### src/rtl/rr_arbiter_8.sv
// Eight-way round-robin arbiter with registered one-hot grant, bounded hold time
// and a mandatory idle cycle between owners.
module rr_arbiter_8 #(
    parameter int HOLD_MAX = 16,
    parameter int CNT_W    = 8
) (
    input  logic       clk,
    input  logic       rst,
    input  logic       en,
    input  logic [7:0] req,
    output logic [7:0] gnt,
    output logic [2:0] gnt_idx,
    output logic       gnt_valid,
    output logic       timeout
);

    typedef enum logic {IDLE, GRANT} state_t;

    state_t             state_q, state_d;
    logic [2:0]         ptr_q, ptr_d;
    logic [CNT_W-1:0]   cnt_q, cnt_d;
    logic [7:0]         gnt_q, gnt_d;
    logic [2:0]         gnt_idx_q, gnt_idx_d;
    logic               gnt_valid_q, gnt_valid_d;
    logic               timeout_q, timeout_d;

    logic               win_found;
    logic [2:0]         win_idx;
    logic [2:0]         cand;
    logic               hold_last;

    // Rotating priority search starting at ptr; a bit that is X never wins,
    // so at most one index is ever selected.
    always_comb begin
        win_found = 1'b0;
        win_idx   = ptr_q;
        cand      = '0;
        for (int i = 0; i < 8; i++) begin
            cand = ptr_q + 3'(i);
            if (!win_found && (req[cand] == 1'b1)) begin
                win_found = 1'b1;
                win_idx   = cand;
            end
        end
    end

    assign hold_last = (HOLD_MAX != 0) && (cnt_q == CNT_W'(HOLD_MAX - 1));

    always_comb begin
        state_d     = state_q;
        ptr_d       = ptr_q;
        cnt_d       = cnt_q;
        gnt_d       = gnt_q;
        gnt_idx_d   = gnt_idx_q;
        gnt_valid_d = gnt_valid_q;
        timeout_d   = 1'b0;
        case (state_q)
            IDLE: begin
                gnt_d       = 8'h00;
                gnt_valid_d = 1'b0;
                if (en && win_found) begin
                    state_d     = GRANT;
                    gnt_idx_d   = win_idx;
                    gnt_valid_d = 1'b1;
                    gnt_d       = 8'b1 << win_idx;
                    cnt_d       = '0;
                end
            end
            GRANT: begin
                // Voluntary release wins over a coincident forced release.
                if (!req[gnt_idx_q] || hold_last) begin
                    state_d     = IDLE;
                    gnt_d       = 8'h00;
                    gnt_valid_d = 1'b0;
                    ptr_d       = gnt_idx_q + 3'd1;
                    timeout_d   = req[gnt_idx_q] == 1'b1;
                end else begin
                    cnt_d = cnt_q + CNT_W'(1);
                end
            end
            default: state_d = IDLE;
        endcase
    end

    always_ff @(posedge clk) begin
        if (rst) begin
            state_q     <= IDLE;
            ptr_q       <= '0;
            cnt_q       <= '0;
            gnt_q       <= '0;
            gnt_idx_q   <= '0;
            gnt_valid_q <= 1'b0;
            timeout_q   <= 1'b0;
        end else begin
            state_q     <= state_d;
            ptr_q       <= ptr_d;
            cnt_q       <= cnt_d;
            gnt_q       <= gnt_d;
            gnt_idx_q   <= gnt_idx_d;
            gnt_valid_q <= gnt_valid_d;
            timeout_q   <= timeout_d;
        end
    end

    assign gnt       = gnt_q;
    assign gnt_idx   = gnt_idx_q;
    assign gnt_valid = gnt_valid_q;
    assign timeout   = timeout_q;

endmodule

### config.mk
export PLATFORM = sky130hd
export DESIGN_NAME = rr_arbiter_8
export DESIGN_NICKNAME = d
export VERILOG_FILES = /design/src/rtl/rr_arbiter_8.sv
export SDC_FILE = /design/constraint.sdc
export NUM_CORES = 1
export LEC_CHECK = 0
export CORE_AREA = 4 4 66 93
export CTS_CLUSTER_DIAMETER = 80
export DETAILED_ROUTE_END_ITERATION = 16
export DIE_AREA = 0 0 70 97
export PLACE_DENSITY_LB_ADDON = 0.05
export SLEW_MARGIN = 5
export SYNTH_ARGS = -nofsm -noshare
export SYNTH_HDL_FRONTEND = slang
export SYNTH_SLANG_ARGS = --single-unit
### constraint.sdc
create_clock -name clk -period 3.8 [get_ports clk]
set_input_delay 0.76 -clock clk [delete_from_list [all_inputs] [get_ports clk]]
set_output_delay 0.76 -clock clk [all_outputs]
set_load 0.005 [all_outputs]
### Yosys cells after proc, flatten, opt, wreduce, memory -nomap -nowiden

Cells that the tools add are included.

| storage, ports and cells | value |
|---|---|
| register bits | 25 |
| latch bits | 0 |
| bits in writable memories | 0 |
| bits in read-only memories | 0 |
| input port bits | 11 |
| output and inout port bits | 13 |
| logic and storage cells | 97 |
| memories | 0 |

| cells by class | value |
|---|---|
| $add $sub $neg | 9 |
| multipliers | 0 |
| div/mod/pow operators | 0 |
| magnitude comparators | 9 |
| equal/unequal tests | 4 |
| shift-type cells | 1 |
| muxes and demuxes | 44 |
| bitwise gates (word level) | 2 |
| reduce and logical (&&, ||, !) cells | 21 |

Operator list:

| kind | count |
|---|---|
| < comparator 3 x 4 -> 1 bit, second input constant | 9 |
| two-way mux 8 bit | 4 |
| case mux 8 bit (2 select lines) | 2 |
| binary-select mux 1 bit (select 3 bit) | 9 |
| two-way mux 3 bit | 7 |
| two-way mux 1 bit | 20 |
| adder 3 bit, second input constant | 4 |
| adder 8 x 1 -> 8 bit, second input constant | 1 |
| equality test 8 x 4 -> 1 bit, second input constant | 1 |
| logical AND 1 bit | 8 |
| logical NOT 1 bit | 8 |
| left shift 1 x 3 -> 8 bit, first input constant | 1 |
| adder 3 x 1 -> 3 bit, second input constant | 2 |
| adder 3 x 2 -> 3 bit, second input constant | 2 |
| AND reduction 2 bit | 3 |
| != test 2 bit, second input constant | 2 |
| case mux 1 bit (2 select lines) | 2 |
| OR reduction 3 bit | 1 |
| != test 2 x 1 -> 1 bit, second input constant | 1 |
| NOT 1 bit | 2 |
| logical OR 1 bit | 1 |

### Depth between registers and ports, before layout

Gate-level depths: netlist of run 1.

| logic depth | value |
|---|---|
| depth after elaboration | 27 |
| mapped depth | 14 |
| depth with buffers taken out | 10 |

### Least setup slack after synthesis of run 1

Ideal clock, no wire load.

| timing path | value |
|---|---|
| path type | reg-to-reg |
| from | register ptr_q[1] |
| to | register gnt_q[6] (netlist: gnt[6]) |
| library setup time | 0.117 ns |
| data arrival time | 2.984 ns |
| required time | 3.683 ns |
| setup slack | 0.698 ns |
| stages on the path, launching flop included | 12 |
| path buffers | 2 |
| clock period less this slack | 3.102 ns |
| cell sequence | dfxtp_1 > buf_2 > inv_1 > ha_1 > buf_6 > mux4_2 > mux2_4 > nor4b_4 > a22oi_2 > a31oi_4 > nor2_2 > a32o_1 |

| between the ends | value |
|---|---|
| word-level cells in the longest chain between the ends | 27 |
| elaborated cells between the ends (all ways) | 56 |
| those cells by class | add/sub: 7; shift: 1; mux: 33; reduce/logical: 15 |

Ends and longest elaborated chain:

| what | line | source |
|---|---|---|
| start: declaration | 20 | `logic [2:0] ptr_q, ptr_d;` |
| start signal: assignment | 96 | `ptr_q <= ptr_d;` |
| parallel branches: the longest is 25 deep, another holds adder 3 x 1 -> 3 bit | n/a |  |
| two-way mux 8 bit * | 61 | `if (en && win_found) begin` |
| case mux 8 bit (2 select lines) * | 57 | `case (state_q)` |
| end signal: assignment | 98 | `gnt_q <= gnt_d;` |
| end: declaration | 22 | `logic [7:0] gnt_q, gnt_d;` |

Mark *: on every way between the ends. The select of a mux whose other input is x is not followed.
A chain may end at the register's enable or synchronous reset.

### Worst setup path in the final report of run 1

| timing path | value |
|---|---|
| from | register ptr_q[0] |
| to | register gnt_q[3] (netlist: gnt[3]) |

Same word-level chain as after synthesis.

==> results.py, run 1 <==
metrics = {
    "route": {
        "route.detailed.vias_per_inst": 5.60,
        "routed_wire_length_per_instance_um": 16.3,
        "detailroute.via_count": 1707,
        "drc": 0,
        "wire_length_reported_by_the_detailed_router_um": 4980,
        "first_pass_iters": 4,
        "route.antenna.remaining_nets": 0,
        "initialDrtViolationCount": 95,
    },
    "timing": {
        "timing.setup.tns_ns": 0,
        "fin_skew_ns": 0.00462,
        "final.min_clock_period_ns": 3.35,
        "report.final.slew_viol_count": 0,
        "setup_violations": 0,
        "timing.final.ws_setup_ns": 0.447,
        "whs_ns": 0.460,
        "maxClockFrequency_mhz": 298,
        "rsz0062_at_grt": "false",
        "timing_worst_slew_pin_value_ns": 0.729,
        "hold_viol_final": 0,
        "maxSlewHeadroom_pct": 51.2,
        "timing.final.crit_share_pct": 88.2,
    },
    "worst_setup_path": {
        "cp-start-kind": "register",
        "crit_required_ns": 4.02,
        "cp_max_fo": 12,
        "critPathArrivalTime_ns": 3.57,
        "timing.setup.critical_path_class": "reg -> reg",
        "critical_path.endpoint_type": "register",
    },
    "min_path": {
        "min_path_type": "reg -> reg",
    },
    "clock_network": {
        "cts_num_sinks": 25,
        "cts.hold.buffers_added": 0,
        "cts_made_buffers": 3,
        "htree_levels": 1,
        "post_cts_buffers": 0,
        "cts_resized": 0,
        "worst_setup_hold_path_clk_slew_ns": 0.09,
        "cts-root-buf": "clkbuf_8",
        "tritoncts_clock_tree": "built",
        "clk-insertion-delay-late_ns": 0.27,
        "cts-root-to-sink-buffers": 2,
    },
    "die": {
        "fp.dieArea_mm2": 0.00679,
        "core.rowCount": 32,
        "die_w_um": 70,
        "initial_utilization_pct": 38.5,
        "design.core.area_mm2": 0.00537,
        "ioPinCount": 24,
        "floorplan.die.height_um": 97,
    },
    "power_and_ir_drop": {
        "power.ir.vdd_worst_uv": 262,
        "cellPowerDensity_mw_per_mm2": 370,
        "p_leak_nw": 0.821,
    },
    "synthesis": {
        "synth-seq-cells": 25,
        "number_of_warnings_printed_during_yosys_synthesis": 0,
        "synth_area_leaders": "dfxtp_1, mux4_2, mux2i_1, nand2_1, nor2_1",
        "number_of_enable_type_register_cells_in_the_synthesized_netlist": 0,
        "yosys.area.top_type": "dfxtp_1",
        "seq_area_frac_synth_pct": 24.2,
        "async_flop_share_pct": 0,
        "post_synth_instance_area_mm2": 0.00207,
        "gate_count_after_technology_mapping": 214,
        "synth_top_area_share_pct": 24.2,
        "distinct_cell_type_count_of_the_synthesized_netlist": 59,
        "syn-num-nets": 229,
        "synthesis.area_per_instance_um2": 9.65,
        "synth_flop_cell": "dfxtp_1",
    },
    "global_route": {
        "first_pass_grt_wire_length_um": 8230,
        "grt-ovfl-total": 0,
        "grt_max_degree": 20,
        "grt_use_total_pct": 15.0,
        "antenna_found_initial": 0,
        "via_count_of_the_first_global_routing_pass": 1743,
    },
    "status": {
        "status": "finished, final reports clean",
    },
    "placement": {
        "dp_hpwl_um": 3980,
        "detailedPlace.worstSlack_ns": 0.162,
        "gpl_congestion": 0.781,
        "io_buffer_count": 23,
        "dp.cells": 301,
    },
    "layout": {
        "layoutNonFillerInstCount": 305,
        "final_core_utilization_pct": 44.9,
        "insertedDiodeCount": 0,
        "final_net_count": 253,
        "syn2layout_area_growth_pct": 16.6,
        "final_layout_size_suffix_gt1_share_pct": 17.3,
    },
    "job": {
        "timing.max_cap.violations": 0,
    },
}
==> report_power, final <==
| part | leakage (nW) | internal, mW | switching, mW |
|---|---|---|---|
| registers | 0.203 | 0.279 | 0.0220 |
| clock network | 0.0255 | 0.0734 | 0.0841 |
| logic | 0.592 | 0.203 | 0.231 |
==> per-layer routing <==
metal | part of all wire (%) | track usage [%] | up-vias
li1 | - | - | 856
met4 | 2.2 | 5.90 | 0
met2 | 57 | 29.3 | 23
met5 | 0 | 0 | -
met3 | 1.2 | 1.14 | 9
met1 | 40 | 16.2 | 819
==> logic make-up (layout without fill, tap and decap cells) <==
family	count (synthesis)	in the layout	share of synthesized area, %
simple gates	81	81	21.3
xor+xnor	8	8	3.39
mux	33	33	25.7
compound gates	47	47	18.8
fa+ha+maj	4	4	2.42
flops	25	25	24.2
buf+inv	16	39	4.18
==> cell usage in the layout (no fill, tap or decap), types with 3 or more instances in the layout <==
cell	count
xor2_1	4
and3_1	3
nand3_1	6
a211oi_1	4
inv_1	5
and2_1	3
clkdlybuf4s50_1	23
a21oi_1	10
nor3_1	5
dfxtp_1	25
nor2_1	20
clkbuf_8	3
mux2i_1	16
nand2_1	20
nand2b_1	4
buf_4	6
nor2b_1	3
ha_1	4
a22o_1	3
a32o_1	3
o21ai_1	4
mux4_2	13
xnor2_1	4
o21ai_0	5
==> registers in the layout, summed over array words and instances (netlist names) <==
register and count:
gnt 8, gnt_valid 1, gnt_idx 3, timeout 1
ptr_q 3, cnt_q 8, state_q 1
==> critical path, stage by stage (launching register included) <==
cell and delay, ns:
dfxtp_1 0.33, inv_1 0.09, ha_1 0.66, mux2i_1 0.19
mux4_2 0.56, a32oi_4 0.36, nor4b_4 0.12, a311oi_4 0.35
nor2b_4 0.29, nor2b_2 0.20, a22o_1 0.13
==> cell type report <==
type,instances,area [um^2]
inverter,6,22.5
multi-input combinational,173,1480
fill,534,2960
sequential,25,500
clock buffer,3,41.3
clock inverter,1,5.00
timing repair buffer,29,275
tap,68,85.1
==> Yosys cell counts (all sizes together) (3+ instances only) <==
cell type / count
a211oi: 4
a21oi: 10
a22o: 3
a32o: 3
and2: 3
and3: 3
buf: 8
dfxtp: 25
ha: 4
inv: 5
mux2i: 18
mux4: 14
nand2: 20
nand2b: 5
nand3: 6
nor2: 21
nor2b: 6
nor3: 5
o21ai: 11
xnor2: 4
xor2: 4
==> stage by stage <==
stage | instance area (um^2) | power [mW]
floorplan | 2070 | 0.630
global placement | 2360 | 0.743
detailed placement | 2360 | 0.742
CTS | 2410 | 0.902
global route | 2410 | 0.952
finish | 2410 | 0.892
==> path summary, 6_finish.rpt <==
path / startpoint / end / slack (ns) / cells past startpoint
setup reg to reg: ptr_q[0]$_SDFFE_PP0P_ / gnt[3]$_SDFFE_PP0P_ / 0.45 / 10
hold / removal: gnt[5]$_SDFFE_PP0P_ / gnt[5]$_SDFFE_PP0P_ / 0.46 / 2
hold reg to reg: gnt[5]$_SDFFE_PP0P_ / gnt[5]$_SDFFE_PP0P_ / 0.46 / 2
setup / recovery: ptr_q[0]$_SDFFE_PP0P_ / gnt[3]$_SDFFE_PP0P_ / 0.45 / 10
No activity file was read; power rests on OpenSTA's default activity.
==> inputs of run 2 (changes only) <==
--- a/config.mk
+++ b/config.mk
@@ -9,7 +9,7 @@
 export CTS_CLUSTER_DIAMETER = 80
 export DETAILED_ROUTE_END_ITERATION = 16
 export DIE_AREA = 0 0 70 97
-export PLACE_DENSITY_LB_ADDON = 0.05
+export PLACE_DENSITY = 0.61
 export SLEW_MARGIN = 5
 export SYNTH_ARGS = -nofsm -noshare
 export SYNTH_HDL_FRONTEND = slang
==> constraint.sdc (replaced) <==
create_clock -name clk -period 4.1 [get_ports clk]
set_input_delay 0.82 -clock clk [delete_from_list [all_inputs] [get_ports clk]]
set_output_delay 0.82 -clock clk [all_outputs]
set_load 0.005 [all_outputs]
==> run 2 against run 1 <==
Net effect: sequential cell count stayed put; worst setup slack better by 0.14 ns; core utilization is 0.16 points lower; non-clock buffer count is 1 lower; combinational power is 8.3% lower; critical path depth stayed put; sequential power is 7.6% lower; via count is 1.2% higher; largest power group unchanged.
==> results.py, run 2 (same netlist as run 1, synthesis figures left out) <==
metrics = {
    "status": {
        "status": "finished, final reports clean",
    },
    "global_route": {
        "antenna_found_initial": 0,
        "first_pass_grt_wire_length_um": 8230,
        "grt_use_total_pct": 14.7,
        "via_count_of_the_first_global_routing_pass": 1720,
        "grt_max_degree": 19,
        "grt-ovfl-total": 0,
    },
    "route": {
        "wire_length_reported_by_the_detailed_router_um": 4840,
        "route.detailed.vias_per_inst": 5.68,
        "initialDrtViolationCount": 87,
        "first_pass_iters": 4,
        "drc": 0,
        "routed_wire_length_per_instance_um": 15.9,
        "route.antenna.remaining_nets": 0,
        "detailroute.via_count": 1728,
    },
    "min_path": {
        "min_delay_path_depth": 2,
        "min_path_type": "reg -> reg",
        "timing.hold.worst.start": "gnt[5]$_SDFFE_PP0P_",
        "timing.hold.worst_endpoint": "gnt[5]$_SDFFE_PP0P_",
    },
    "clock_network": {
        "cts.hold.buffers_added": 0,
        "cts_num_sinks": 25,
        "htree_levels": 1,
        "tritoncts_clock_tree": "built",
        "cts-root-to-sink-buffers": 2,
        "cts_made_buffers": 3,
        "cts-root-buf": "clkbuf_8",
        "worst_setup_hold_path_clk_slew_ns": 0.08,
        "cts_resized": 0,
        "clk-insertion-delay-late_ns": 0.27,
        "post_cts_buffers": 0,
    },
    "die": {
        "ioPinCount": 24,
        "core.rowCount": 32,
        "floorplan.die.height_um": 97,
        "die_w_um": 70,
        "design.core.area_mm2": 0.00537,
        "fp.dieArea_mm2": 0.00679,
        "initial_utilization_pct": 38.5,
    },
    "placement": {
        "gpl_congestion": 0.878,
        "detailedPlace.worstSlack_ns": 0.428,
        "dp.cells": 300,
        "io_buffer_count": 23,
        "dp_hpwl_um": 3790,
        "placement.cell_area_mm2": 0.00235,
    },
    "worst_setup_path": {
        "max_stage_delay_ns": 0.78,
        "rr_endpoint": "gnt[2]$_SDFFE_PP0P_",
        "critical_path.slowest_cell": "ha_1",
        "reg2regPathDepth": 10,
        "timing.setup.critical_path_class": "reg -> reg",
        "path_buf_inv": 1,
        "cp_max_fo": 18,
        "crit_required_ns": 4.27,
        "timing.reg2reg.setup_slack_ns": 0.58,
        "rr_startpoint": "ptr_q[0]$_SDFFE_PP0P_",
        "crit_path_cell_trace": "inv_1 -> ha_1 -> mux2i_1 -> mux4_2 -> a32o_1 -> and3_1 -> nor4_1 -> o31a_1 -> nor2b_2 -> a22o_1",
        "critical_path.endpoint_type": "register",
        "family_of_cells_with_the_greatest_summed_delay_on_the_critical_path": "compound AO/OA/AOI/OAI gates",
        "cp-start-kind": "register",
        "critPathArrivalTime_ns": 3.68,
    },
    "layout": {
        "insertedDiodeCount": 0,
        "final_layout_size_suffix_gt1_share_pct": 16.5,
        "design_area_mm2": 0.00240,
        "final_net_count": 252,
        "mostFrequentLayoutCells": "dfxtp_1, clkdlybuf4s50_1, nand2_1, nor2_1, mux2i_1",
        "footprint_of_the_flip_flops_and_latches_um2": 500,
        "final_core_utilization_pct": 44.7,
        "nFillCells": 534,
        "layoutNonFillerInstCount": 304,
        "syn2layout_area_growth_pct": 16.2,
        "mostFrequentLayoutCell": "dfxtp_1",
        "multi_input_area_mm2": 0.00148,
    },
    "timing": {
        "hold_viol_final": 0,
        "timing.setup.tns_ns": 0,
        "maxClockFrequency_mhz": 284,
        "whs_ns": 0.448,
        "setup_violations": 0,
        "timing.final.crit_share_pct": 85.7,
        "report.final.slew_viol_count": 0,
        "timing.final.ws_setup_ns": 0.584,
        "fin_skew_ns": 0.00179,
        "rsz0062_at_grt": "false",
        "final.min_clock_period_ns": 3.52,
        "timing_worst_slew_pin_value_ns": 0.737,
        "maxSlewHeadroom_pct": 50.8,
    },
    "power_and_ir_drop": {
        "power.ir.vdd_worst_uv": 200,
        "p_leak_nw": 0.813,
        "cellPowerDensity_mw_per_mm2": 342,
        "power_mw": 0.820,
    },
    "job": {
        "timing.max_cap.violations": 0,
    },
}
[run 2: changes by cell type in the layout (fill, tap and decap cells not counted)]
| cell | before | now |
|---|---|---|
| clkinv_2 | 1 | 0 |
| clkbuf_1 | 0 | 1 |
| buf_4 | 6 | 5 |
[run 2: area by class of cell]
| class | instances | area share [%] |
|---|---|---|
| clock buffer | 4 | 1.88 |
| inverter | 6 | 0.938 |
| multi-input combinational | 173 | 61.6 |
| sequential | 25 | 20.9 |
| tap | 68 | 3.55 |
| timing repair buffer | 28 | 11.2 |
[run 2: worst register-to-register path: stages, from the launching register on]
cell and delay, ns:
dfxtp_1 0.34, inv_1 0.09, ha_1 0.78, mux2i_1 0.23
mux4_2 0.56, a32o_1 0.35, and3_1 0.19, nor4_1 0.29
o31a_1 0.32, nor2b_2 0.07, a22o_1 0.20
[run 2: how the worst max path moves through the flow]
stage          cells past startpoint                   to                   from
6_report                          10  gnt[2]$_SDFFE_PP0P_  ptr_q[0]$_SDFFE_PP0P_
3_5_place_dp                       9  gnt[7]$_SDFFE_PP0P_                 req[3]
2_1_floorplan                     11  gnt[6]$_SDFFE_PP0P_  ptr_q[1]$_SDFFE_PP0P_
5_1_grt                           10  gnt[4]$_SDFFE_PP0P_  ptr_q[0]$_SDFFE_PP0P_
4_1_cts                           10  gnt[2]$_SDFFE_PP0P_  ptr_q[0]$_SDFFE_PP0P_
3_3_place_gp                       8  gnt[7]$_SDFFE_PP0P_                 req[2]
[run 2: layer usage]
layer	share of wire [%]	vias to the layer above	GRT usage, %
met4	3.8	0	7.37
met2	54	32	26.2
li1	-	855	-
met1	41	827	17.3
met5	0	-	0
met3	1.4	14	1.14
[run 2: power breakdown]
group          internal [mW]  switching, mW  total (mW)
Sequential             0.258         0.0199       0.278
Clock                 0.0695         0.0749       0.144
Combinational          0.183          0.214       0.398
